--- config.mk ---
export PLATFORM = sky130hd
export DESIGN_NAME = ext_bus_sequencer
export DESIGN_NICKNAME = d
export VERILOG_FILES = /design/src/rtl/ext_bus_pkg.sv /design/src/rtl/rr_arbiter2.sv /design/src/rtl/ext_bus_sequencer.sv
export SDC_FILE = /design/constraint.sdc
export NUM_CORES = 1
export LEC_CHECK = 0
export CELL_PAD_IN_SITES_DETAIL_PLACEMENT = 1
export CELL_PAD_IN_SITES_GLOBAL_PLACEMENT = 2
export CORE_UTILIZATION = 31
export DETAILED_ROUTE_END_ITERATION = 10
export PLACE_DENSITY = 0.85
export SYNTH_ARGS = -nofsm -noshare
export SYNTH_HDL_FRONTEND = slang
export SYNTH_SLANG_ARGS = --single-unit
--- constraint.sdc ---
create_clock -name clk -period 4.2 [get_ports clk]
set_input_delay 0.42 -clock clk [delete_from_list [all_inputs] [get_ports clk]]
set_output_delay 0.42 -clock clk [all_outputs]
set_load 0.05 [all_outputs]
--- src/rtl/ext_bus_pkg.sv ---
// Shared types and constants for the 4-bit external bus sequencer.
// The sequencer and its testbench both import this package.
package ext_bus_pkg;

   typedef enum logic [2:0] {
      ST_IDLE,
      ST_HDR,
      ST_ADDR,
      ST_WDATA,
      ST_WAIT,
      ST_RDATA,
      ST_RESP
   } bus_state_e;

   localparam logic       HDR_MARK        = 1'b1;
   localparam logic [3:0] START_NIBBLE    = 4'b0001;
   localparam logic [7:0] RD_TIMEOUT_DATA = 8'hFF;

   // Address goes out most significant nibble first; idx 0 selects [15:12].
   function automatic logic [3:0] addr_nibble(input logic [15:0] addr, input logic [1:0] idx);
      logic [3:0] nib;
      case (idx)
         2'd0:    nib = addr[15:12];
         2'd1:    nib = addr[11:8];
         2'd2:    nib = addr[7:4];
         default: nib = addr[3:0];
      endcase
      return nib;
   endfunction

endpackage

--- src/rtl/rr_arbiter2.sv ---
// Two-way round-robin arbiter: on a tie the requester that did not win last
// time is granted. last_grant resets to 1 so requester 0 wins the first tie.
module rr_arbiter2 (
   input  logic       clk,
   input  logic       reset,
   input  logic [1:0] req,
   input  logic       enable,
   output logic       grant_valid,
   output logic       grant_idx,
   output logic [1:0] ready
);

   logic last_grant;

   always_comb begin
      grant_valid = enable && (req != 2'b00);
      case (req)
         2'b01:   grant_idx = 1'b0;
         2'b10:   grant_idx = 1'b1;
         2'b11:   grant_idx = ~last_grant;
         default: grant_idx = 1'b0;
      endcase
      ready = 2'b00;
      if (grant_valid) ready = grant_idx ? 2'b10 : 2'b01;
   end

   always_ff @(posedge clk) begin
      if (reset) last_grant <= 1'b1;
      else if (grant_valid) last_grant <= grant_idx;
   end

endmodule

--- src/rtl/ext_bus_sequencer.sv ---
// Serialises CPU memory transactions onto the 4-bit external bus: header,
// address and write data go out as nibbles; read data comes back after a start nibble.
//
// Handshake: req_valid[i] is held by requester i until req_ready[i] pulses for
// one cycle in IDLE; request fields are captured in that same cycle.
// resp_valid pulses once to the granted requester; resp_rdata/resp_err hold after it.
module ext_bus_sequencer
   import ext_bus_pkg::*;
#(
   parameter int TIMEOUT = 15
) (
   input  logic        clk,
   input  logic        reset,
   input  logic [1:0]  req_valid,
   output logic [1:0]  req_ready,
   input  logic [1:0]  req_we,
   input  logic [31:0] req_addr,
   input  logic [15:0] req_wdata,
   output logic [1:0]  resp_valid,
   output logic [7:0]  resp_rdata,
   output logic        resp_err,
   output logic        busy,
   output logic [3:0]  tx_pins,
   input  logic [3:0]  rx_pins
);

   localparam logic [7:0] WAIT_LAST = 8'(TIMEOUT - 1);

   bus_state_e  state;
   bus_state_e  state_next;
   logic        arb_enable;
   logic        grant_valid;
   logic        grant_idx;
   logic        g_q;
   logic        we_q;
   logic [15:0] addr_q;
   logic [7:0]  wdata_q;
   logic [1:0]  nib_cnt;
   logic [7:0]  wait_cnt;
   logic [3:0]  rd_hi;

   assign arb_enable = (state == ST_IDLE) && !reset;
   assign busy       = (state != ST_IDLE);

   rr_arbiter2 u_arb (
      .clk         (clk),
      .reset       (reset),
      .req         (req_valid),
      .enable      (arb_enable),
      .grant_valid (grant_valid),
      .grant_idx   (grant_idx),
      .ready       (req_ready)
   );

   always_comb begin
      state_next = state;
      tx_pins    = 4'h0;
      resp_valid = 2'b00;
      case (state)
         ST_IDLE: if (grant_valid) state_next = ST_HDR;
         ST_HDR: begin
            tx_pins    = {HDR_MARK, we_q, 2'b00};
            state_next = ST_ADDR;
         end
         ST_ADDR: begin
            tx_pins = addr_nibble(addr_q, nib_cnt);
            if (nib_cnt == 2'd3) state_next = we_q ? ST_WDATA : ST_WAIT;
         end
         ST_WDATA: begin
            tx_pins = nib_cnt[0] ? wdata_q[3:0] : wdata_q[7:4];
            if (nib_cnt[0]) state_next = ST_RESP;
         end
         // A start nibble on the final wait cycle still wins over the timeout.
         ST_WAIT: begin
            if (rx_pins == START_NIBBLE) state_next = ST_RDATA;
            else if (wait_cnt == WAIT_LAST) state_next = ST_RESP;
         end
         ST_RDATA: if (nib_cnt[0]) state_next = ST_RESP;
         ST_RESP: begin
            if (!reset) resp_valid = g_q ? 2'b10 : 2'b01;
            state_next = ST_IDLE;
         end
         default: state_next = ST_IDLE;
      endcase
   end

   always_ff @(posedge clk) begin
      if (reset) begin
         state      <= ST_IDLE;
         g_q        <= 1'b0;
         we_q       <= 1'b0;
         addr_q     <= 16'h0;
         wdata_q    <= 8'h0;
         nib_cnt    <= 2'd0;
         wait_cnt   <= 8'd0;
         rd_hi      <= 4'h0;
         resp_rdata <= 8'h0;
         resp_err   <= 1'b0;
      end else begin
         state    <= state_next;
         nib_cnt  <= (state_next != state) ? 2'd0 : nib_cnt + 2'd1;
         wait_cnt <= (state == ST_WAIT) ? wait_cnt + 8'd1 : 8'd0;
         if (grant_valid) begin
            g_q     <= grant_idx;
            we_q    <= req_we[grant_idx];
            addr_q  <= grant_idx ? req_addr[31:16] : req_addr[15:0];
            wdata_q <= grant_idx ? req_wdata[15:8] : req_wdata[7:0];
         end
         if (state == ST_RDATA && !nib_cnt[0]) rd_hi <= rx_pins;
         if (state_next == ST_RESP) begin
            case (state)
               ST_WDATA: resp_err <= 1'b0;
               ST_WAIT: begin
                  resp_rdata <= RD_TIMEOUT_DATA;
                  resp_err   <= 1'b1;
               end
               ST_RDATA: begin
                  resp_rdata <= {rd_hi, rx_pins};
                  resp_err   <= 1'b0;
               end
               default: ;
            endcase
         end
      end
   end

endmodule

==> impl_metrics.csv <==
group,metric,value,unit
critical_path,crit_type,"reg2out",
synth,synth-seq-area-share,37.7,%
sta,skew,0.00542,ns
placement,port_buffers,75,
layout,nets,431,
synth,synthMuxAreaShare,10.4,%
critical_path,rr_startpoint,"state[2]",
die,coreArea,8760,µm²
detailed_routing,drt-vias-per-instance,5.21,
detailed_routing,postRouteAntennaNets,0,
synth,ys_types,47,
synth,syn_nets,369,
placement,dp_hpwl,5290,µm
synth,synth-edff-count,0,
layout,final_common_cell,"clkdlybuf4s50_1",
sta,rsz0062_at_grt,"false",
min_path,holdPathEnd,"state[1]",
synth,syn_inst,304,
critical_path,critPathMaxFanout,17,
synth,synth_top_flop_cell,"dfxtp_1",
clocking,cts_setup_buffers,0,
sta,worst_slack,0.748,ns
outcome,status,"complete, no violations",
critical_path,crit_required,3.78,ns
min_path,hp-start,"reset",
die,die_w,97.2,µm
detailed_routing,num_vias,2473,
layout,final_cell_mix,"74 x clkdlybuf4s50_1, 53 x dfxtp_1, 48 x nor2_1",
critical_path,rr_endpoint,"resp_rdata[1]",
critical_path,worstRegToRegCells,4,
placement,place_congestion,0.808,
detailed_routing,first_iter_violations,88,
synth,synth-seq-cells,53,
clocking,cts_tree,"yes",
grt,grt_max_degree,52,
sta,hold_violations,0,
detailed_routing,routed_wl,7050,µm
die,die_h,97.2,µm
clocking,h-tree-depth,2,
layout,fin_area,3710,µm²
sta,max_freq,0.290,GHz
pwr,finalPower,1.14,mW
critical_path,start_kind,"flip-flop",
die,start_util,32.1,%
sta,layout_min_cycle_time,3.45,ns
detailed_routing,firstDrtPassIters,6,
grt,antenna_found_initial,0,
sta,setup_viol,0,
run,cap_violations,0,
sta,slew_viol_final,0,
pwr,powerDensity,306,nW/µm²
layout,antenna_cells,0,
detailed_routing,wl_per_cell,14.8,µm
die,dieArea,9450,µm²
synth,synth_fa_ha_area_share,3.12,%
sta,holdWs,0.483,ns
placement,dpl_cell_area,3610,µm²
synth,synth_top_family_by_area,"compound AO/OA/AOI/OAI gates",
die,rows,34,
clocking,cts_sinks,53,
synth,synth_compound_area_share,21.6,%
placement,dp_cells,467,
clocking,cts_buffers,5,
clocking,cts-root-buf,"clkbuf_8",
sta,slew-limit-headroom,32.9,%
critical_path,cp_data_arrival_time,3.03,ns
sta,finalCritPeriodShare,82.2,%
placement,dp_slack,1.09,ns
clocking,cts_hold_buf,0,
synth,synth_warnings,0,
sta,fin_setup_tns,0,ns
min_path,hp-class,"in2reg",
layout,final_layout_size_suffix_gt1_share,9.26,%
layout,stdcell_count,475,
sta,tightest_slew,1.00,ns
layout,synthToLayoutAreaGrowth,32.0,%
detailed_routing,drc,0,
grt,grtUsageTotal,15.6,%
grt,gr-total-overflow,0,
layout,fin_util,42.4,%
grt,grt_pass1_wl,12200,µm
synth,yosys.area_share.simple,19.9,%
synth,syn_area,2810,µm²
pwr,p_leak,1.35,nW
grt,grt_pass1_vias,2636,
min_path,hold_depth,2,
clocking,clk_latency,0.30,ns
critical_path,regToRegSetupSlack,1.66,ns
synth,async_flop_share,0,%
pwr,ir_worst_vdd,0.000137,V
synth,synth-xor-area-share,2.18,%
critical_path,cp-end-kind,"output port",
clocking,cts_resized,0,
die,ios,76,
clocking,clk_path_buf_depth,2,
synth,syn_area_per_cell,9.25,µm²
clocking,clk_pin_slew,0.09,ns
## worst max-delay path, cell delays in order, from the launching register on
cell and delay, ns:
dfxtp_1 0.79, inv_1 0.15, ha_1 0.29, a222oi_1 0.37, a21oi_1 0.12, o211ai_1 0.16, a21oi_1 0.11, clkdlybuf4s50_1 0.73
## synthesized netlist by cell type (2+ instances only)
master         instances  share of area (%)
a211oi_1              27                7.2
dlygate4sd1_1          2               0.62
mux2_2                 2               0.80
xor2_1                 5                1.6
a222oi_1               4                1.4
nand2_1               14                1.9
a211oi_2               9                4.0
nor2_1                49                6.5
o21ai_0                5               0.89
clkbuf_1               9                1.2
buf_6                  2               0.80
o41ai_1                8                2.5
nand4_1                2               0.44
a21oi_1               13                2.3
mux2i_1               27                9.6
nor2b_1                4               0.89
dfxtp_1               53                 38
inv_1                  5               0.67
ha_1                   7                3.1
o32a_1                 2               0.71
or2b_2                 4                1.2
nor3_1                 3               0.53
or2b_1                 4                1.1
nand3b_1               4                1.1
a22oi_1                2               0.53
nand2b_1               5                1.1
xnor2_1                2               0.62
nor3b_1                3               0.80
buf_2                  9                1.6
nor4bb_1               2               0.71
## kinds of logic after synthesis
family / Yosys count
AOI/OAI and AO/OA: 76
xor gates and xnor gates: 7
adders and majority gates: 7
buffers and inverters: 28
DFF: 53
muxes: 29
and+or+nand+nor: 104
## metal layers
metal / up-vias / GRT usage (%) / part of all wire (%)
li1: 1236 / - / -
met1: 1164 / 18.5 / 45
met2: 63 / 28.7 / 50
met3: 10 / 2.73 / 4.0
met4: 0 / 4.41 / 1.4
met5: - / 0 / 0
## power by group
| part | leakage, nW | switching (mW) | internal, mW |
|---|---|---|---|
| Sequential | 0.435 | 0.0324 | 0.538 |
| Clock | 0.0542 | 0.161 | 0.149 |
| Combinational | 0.864 | 0.128 | 0.126 |
## sequential cells by signal (all words and copies together), names as in the netlist
signal and flops:
wait_cnt 8, resp_err 1, u_arb.last_grant 1, wdata_q 8
addr_q 16, we_q 1, rd_hi 4, resp_rdata 8
nib_cnt 2, state 3, g_q 1
## area by class of cell
type                       count  area, µm²
fill                        1038       5050
multi-input combinational    223       1630
sequential                    53       1060
timing repair buffer          78        768
tap                          108        135
clock buffer                   7       96.3
inverter                       5       18.8
clock inverter                 1       5.00
## how the worst max path moves through the flow
stage	from	endpoint	cells past startpoint
4_1_cts	nib_cnt[0]	tx_pins[2]	7
2_1_floorplan	state[0]	req_ready[1]	4
3_5_place_dp	nib_cnt[0]	tx_pins[2]	7
6_report	nib_cnt[0]	tx_pins[2]	7
5_1_grt	nib_cnt[0]	tx_pins[3]	7
3_3_place_gp	nib_cnt[0]	tx_pins[2]	7
(Power assumes the default switching activity.)
==> RTL edit 1, RTL diff (config.mk and constraints unchanged) <==
Put one more register stage on the output `resp_err`, cleared by the reset. The value now appears one clock later. The other outputs are not delayed to match.
--- a/src/rtl/ext_bus_sequencer.sv
+++ b/src/rtl/ext_bus_sequencer.sv
@@ -25,6 +25,8 @@
 );
 
    localparam logic [7:0] WAIT_LAST = 8'(TIMEOUT - 1);
+
+   logic resp_err_s0;
 
    bus_state_e  state;
    bus_state_e  state_next;
@@ -95,7 +97,7 @@
          wait_cnt   <= 8'd0;
          rd_hi      <= 4'h0;
          resp_rdata <= 8'h0;
-         resp_err   <= 1'b0;
+         resp_err_s0 <= 1'b0;
       end else begin
          state    <= state_next;
          nib_cnt  <= (state_next != state) ? 2'd0 : nib_cnt + 2'd1;
@@ -109,14 +111,14 @@
          if (state == ST_RDATA && !nib_cnt[0]) rd_hi <= rx_pins;
          if (state_next == ST_RESP) begin
             case (state)
-               ST_WDATA: resp_err <= 1'b0;
+               ST_WDATA: resp_err_s0 <= 1'b0;
                ST_WAIT: begin
                   resp_rdata <= RD_TIMEOUT_DATA;
-                  resp_err   <= 1'b1;
+                  resp_err_s0 <= 1'b1;
                end
                ST_RDATA: begin
                   resp_rdata <= {rd_hi, rx_pins};
-                  resp_err   <= 1'b0;
+                  resp_err_s0 <= 1'b0;
                end
                default: ;
             endcase
@@ -124,5 +126,13 @@
       end
    end
 
+   always_ff @(posedge clk) begin
+      if (reset) begin
+         resp_err <= '0;
+      end else begin
+         resp_err <= resp_err_s0;
+      end
+   end
+
 endmodule
 
Check against the original RTL: same outputs for any inputs over 10 cycles, from zero or initial values and one cycle with reset high; that may be too few to reach the edited logic, so the function may still have changed.
==> RTL edit 1 against the original RTL <==
Setup slack better by 0.16 ns; count of clock-buffer cells in the layout decreased by 2; first-iteration DRC count fell by 4.5%; routed wire length is 2.6% lower; final area is 2.9% lower; area after synthesis down 2.0%; total power increased by 7.9%; fmax rose by 4.9%; sequential cell count increased by 1; final cell count decreased by 5.1%; largest cell class unchanged; highest routed layer unchanged.
==> RTL edit 1: results (changes against the original RTL) <==
Logic synthesis
  – Synth Area per Inst: 9.87 um2 (was 9.25 um2)
  – Largest cells by area after synthesis: dfxtp_1, mux2i_1, a211oi_2 (was dfxtp_1, mux2i_1, a211oi_1)
  – Post-synthesis xor/xnor area fraction: 0.0191 (was 0.0218)
  – Synth Area in Adders: 0.0318 (was 0.0312)
  – Post-synth top cells: dfxtp_1, nor2_1, mux2i_1, a211oi_2, nand2_1 (was dfxtp_1, nor2_1, a211oi_1, mux2i_1, nand2_1)
  – Mapped Nets: 344 (was 369)
  – Library cells used by synthesis: 41 (was 47)
  – Seq/Total Area, Yosys: 0.393 (was 0.377)
  – Area fraction in compound gates after synthesis: 0.219 (was 0.216)
  – Post-synthesis mux area share: 0.124 (was 0.104)

Timing
  – Clk_skew: 0.0134 ns (was 0.00542 ns)
  – Relative slew slack: 0.394 (was 0.329)
  – Setup slack after layout: 0.909 ns (was 0.748 ns)

Clocking
  – Clock tree root buffer cell: clkbuf_8 (unchanged)
  – H-tree depth: 2 (unchanged)
  – Worst-Skew Late Latency: 0.31 ns
  – Setup bufs post-CTS: 0 (unchanged)

Global route
  – Routing usage on met1: 0.195 (was 0.185)
  – GR Util met2: 0.249 (was 0.287)
  – Met3 GRT Util: 0.0276 (was 0.0273)
  – Global-route wire length before repair: 10600 um (was 12200 um)
  – GRT Total Usage: 0.149 (was 0.156)
  – Vias in the first global route: 2198 (was 2636)
  – Largest net degree at the start of global routing: 53 (was 52)

Setup path
  – Crit path max fanout: 14 (was 17)
  – CP endpoint: tx_pins[1] (was tx_pins[2])
  – R2R depth: 5 (was 4)
  – Worst reg2reg setup slack: 2.18 ns (was 1.66 ns)
  – CP arrival: 2.87 ns (was 3.03 ns)
  – Slowest stage delay, CP: 0.74 ns (was 0.79 ns)
  – Worst r2r dst: addr_q[4] (was resp_rdata[1])
  – FF-to-FF Start: state[0] (was state[2])
  – CP top delay family: buffers and inverters (unchanged)
  – Crit-path slowest cell: clkdlybuf4s50_1 (was dfxtp_1)

Place
  – DPL Wire Length: 5080 um (was 5290 um)
  – Placed insts: 444 (was 467)
  – Pre-CTS setup slack: 1.12 ns (was 1.09 ns)
  – RD Place Congestion: 0.773 (was 0.808)

Detailed routing
  – DR iter-0 viols: 84 (was 88)
  – Vias/cell: 5.10 (was 5.21)
  – DR pass1 iterations: 4 (was 6)
  – Via count: 2302 (was 2473)
  – Wire per inst: 15.2 um (was 14.8 um)

Outcome
  – Status: finished clean (unchanged)

Layout
  – Max FFs per register: 16 (unchanged)
  – Fin nets: 408 (was 431)
  – Share of cells above drive strength 1: 0.134 (was 0.0926)

Pwr
  – VDD IR-drop max: 0.375 mV (was 0.137 mV)
  – Leakage: 1.29 nW (was 1.35 nW)

Min path
  – Worst hold path type: register to register (was input pin to register)
## RTL edit 1: changes by cell type after synthesis, moves of 7 or more
cell,change
buf_2,-7
a211oi_2,+13
mux2i_1,+7
a21oi_1,-8
o41ai_1,-8
o221a_2,+8
a211oi_1,-20
## RTL edit 1: worst min-delay path by stage
stage / start / endpoint / slack (ns) / depth (start not counted)
after floorplan: resp_err_s0 / resp_err / 0.40 / 2
after CTS: resp_err_s0 / resp_err / 0.47 / 2
after detailed placement: resp_err_s0 / resp_err / 0.45 / 2
after global routing: resp_err_s0 / resp_err / 0.49 / 2
final: resp_err_s0 / resp_err / 0.46 / 2
after global placement: resp_err_s0 / resp_err / 0.44 / 2
## RTL edit 1: layout make-up
cell class                      count  area, um2
Fill cell                        1000       5070
Multi-Input combinational cell    198       1520
Sequential cell                    54       1080
Timing Repair Buffer               77        761
Tap cell                          108        135
Clock buffer                        5       68.8
Inverter                            7       26.3
Clock inverter                      2       15.0
## RTL edit 1: report_power, final
part / switching, W / internal (W) / total (W)
Clock: 0.000174 / 0.000114 / 0.000288
Combinational: 0.000176 / 0.000157 / 0.000333
Sequential: 0.0000484 / 0.000557 / 0.000605
## RTL edit 1: through the flow
step	cell area (um2)	utilization	hold WS [ns]
2_1_floorplan	2750	-	0.404
3_3_place_gp	3520	0.406	0.441
3_5_place_dp	3520	0.406	0.449
4_1_cts	3600	0.415	0.473
5_1_grt	3600	0.415	0.488
6_report	3600	0.415	0.462
## RTL edit 1: routing by layer
metal / wire length [um] / part of all wire
met1: 3190 / 0.46
met2: 3320 / 0.48
met3: 273 / 0.040
met4: 78 / 0.011
met5: 0 / 0
## RTL edit 1: worst reg2reg max path: stages, from the launching register on
cell and delay [ns]:
dfxtp_1 0.52, nor3_2 0.36, o21a_2 0.19, buf_4 0.50, nor2_1 0.15, a211oi_2 0.21
==> RTL edit 2, RTL diff (same settings) <==
Made on the original files. The parameter `TIMEOUT` goes from 15 to 11.
--- a/src/rtl/ext_bus_sequencer.sv
+++ b/src/rtl/ext_bus_sequencer.sv
@@ -7,7 +7,7 @@
 module ext_bus_sequencer
    import ext_bus_pkg::*;
 #(
-   parameter int TIMEOUT = 15
+   parameter int TIMEOUT = 11
 ) (
    input  logic        clk,
    input  logic        reset,
Formal check against the unedited RTL: no difference found for any inputs over 10 cycles, from zero or initial values and one cycle with reset high; that may be too few to reach the edited logic, so the function may still have changed.
==> RTL edit 2 against the original RTL <==
The run now ends with DRC left; routed wire length fell by 3.2%; total power fell by 4.0%; sequential cell count did not move; fmax rose by 8.2%; area after synthesis fell by 7.0%; setup slack improved by 0.26 ns; final area fell by 5.6%; final cell count fell by 2.9%; critical path depth did not move; clock skew barely moved; critical path type unchanged; largest cell class unchanged.
==> RTL edit 2: results (changes against the original RTL) <==
Logic synthesis
  – Post-synth top cells: nor2_1, dfxtp_1, mux2i_1, a211oi_1, nor3_1 (was dfxtp_1, nor2_1, a211oi_1, mux2i_1, nand2_1)
  – Library cells used by synthesis: 44 (was 47)
  – Post-synthesis xor/xnor area fraction: 0.0234 (was 0.0218)
  – Area fraction in compound gates after synthesis: 0.159 (was 0.216)
  – Mapped Cells: 288 (was 304)
  – Largest cells by area after synthesis: dfxtp_1, mux2i_1, nor2_1 (was dfxtp_1, mux2i_1, a211oi_1)
  – Synth Area in Adders: 0.0287 (was 0.0312)
  – Mapped Nets: 352 (was 369)
  – Seq/Total Area, Yosys: 0.406 (was 0.377)

Place
  – Area post-placement: 0.00342 mm2 (was 0.00361 mm2)
  – DPL Wire Length: 5170 um (was 5290 um)
  – Pre-CTS setup slack: 1.24 ns (was 1.09 ns)
  – RD Place Congestion: 0.722 (was 0.808)
  – Placed insts: 453 (was 467)

Layout
  – Fin nets: 419 (was 431)
  – Share of cells above drive strength 1: 0.0478 (was 0.0926)
  – Fill count: 950 (was 1038)

Detailed routing
  – DR DRC count: 1 (was 0)
  – DR iter-0 viols: 99 (was 88)
  – Total wire length: 6820 um (was 7050 um)
  – DR pass1 iterations: 7 (was 6)
  – Via count: 2320 (was 2473)
  – Vias/cell: 5.03 (was 5.21)

Global route
  – Routing usage on met1: 0.211 (was 0.185)
  – GRT Total Usage: 0.163 (was 0.156)
  – Vias in the first global route: 2384 (was 2636)
  – GR Util met2: 0.283 (was 0.287)
  – Global-route wire length before repair: 11300 um (was 12200 um)
  – Largest net degree at the start of global routing: 50 (was 52)

Min path
  – Min-delay src: wait_cnt[0] (was reset)
  – Worst hold path type: register to register (was input pin to register)
  – Hold Path Cell Cnt: 1 (was 2)
  – WHS Endpoint: wait_cnt[0] (was state[1])

Setup path
  – FF-to-FF Start: state[0] (was state[2])
  – CP arrival: 2.77 ns (was 3.03 ns)
  – R2R depth: 6 (was 4)
  – Worst reg2reg setup slack: 1.83 ns (was 1.66 ns)
  – Crit path max fanout: 11 (was 17)

Outcome
  – Status: complete, but fails checks (was finished clean)
  – Failing checks: DRC

Pwr
  – VDD IR-drop max: 0.152 mV (was 0.137 mV)

Timing
  – Top achievable clock speed: 0.314 GHz (was 0.290 GHz)
  – Relative slew slack: 0.389 (was 0.329)
==> RTL edit 2: per-stage QoR <==
step                      hold WS, ns  utilization
final                           0.488        0.429
after global routing            0.513        0.429
after global placement          0.454        0.419
after floorplan                 0.431            -
after detailed placement        0.461        0.419
after CTS                       0.490        0.429
==> RTL edit 2: power by group <==
| part | switching, W | internal [W] |
|---|---|---|
| Combinational | 0.000124 | 0.000124 |
| Sequential | 0.0000292 | 0.000535 |
| Clock | 0.000158 | 0.000119 |
| Total | 0.000312 | 0.000779 |
==> RTL edit 2: cells by family (layout without fill, tap and decap cells) <==
group	Yosys count	in the layout
and+or+nand+nor	105	105
AOI/OAI and AO/OA	58	58
muxes	34	34
buffers and inverters	25	93
xor gates and xnor gates	7	7
adders and majority gates	6	6
DFF	53	53
==> RTL edit 2: worst max-delay path by stage <==
stage                      start      endpoint
CTS                   nib_cnt[0]    tx_pins[3]
global placement    req_valid[0]  req_ready[1]
finish                nib_cnt[0]    tx_pins[3]
detailed placement  req_valid[0]  req_ready[1]
floorplan               state[2]  req_ready[0]
global route          nib_cnt[0]    tx_pins[3]
==> RTL edit 2: cell type report <==
class	instances	area [um2]	area share
multi-input combinational	210	1440	0.410
clock buffer	8	80.1	0.0228
inverter	7	26.3	0.00750
timing repair buffer	78	768	0.219
tap	105	131	0.0375
sequential	53	1060	0.303
==> RTL edit 2: routing by layer <==
| layer | wire length, um | part of all wire | up-vias |
|---|---|---|---|
| met5 | 0 | 0 | - |
| met4 | 72 | 0.011 | 0 |
| met3 | 188 | 0.028 | 4 |
| met2 | 3300 | 0.48 | 47 |
| met1 | 3260 | 0.48 | 1094 |
| li1 | - | - | 1175 |
==> RTL edit 2: worst max-delay path: stages, from the launching register on <==
cell and delay (ns):
dfxtp_1 0.61, inv_1 0.15, ha_1 0.28, a222oi_1 0.35
o21ai_0 0.14, a21oi_1 0.16, nor2_1 0.06, clkdlybuf4s50_1 0.72
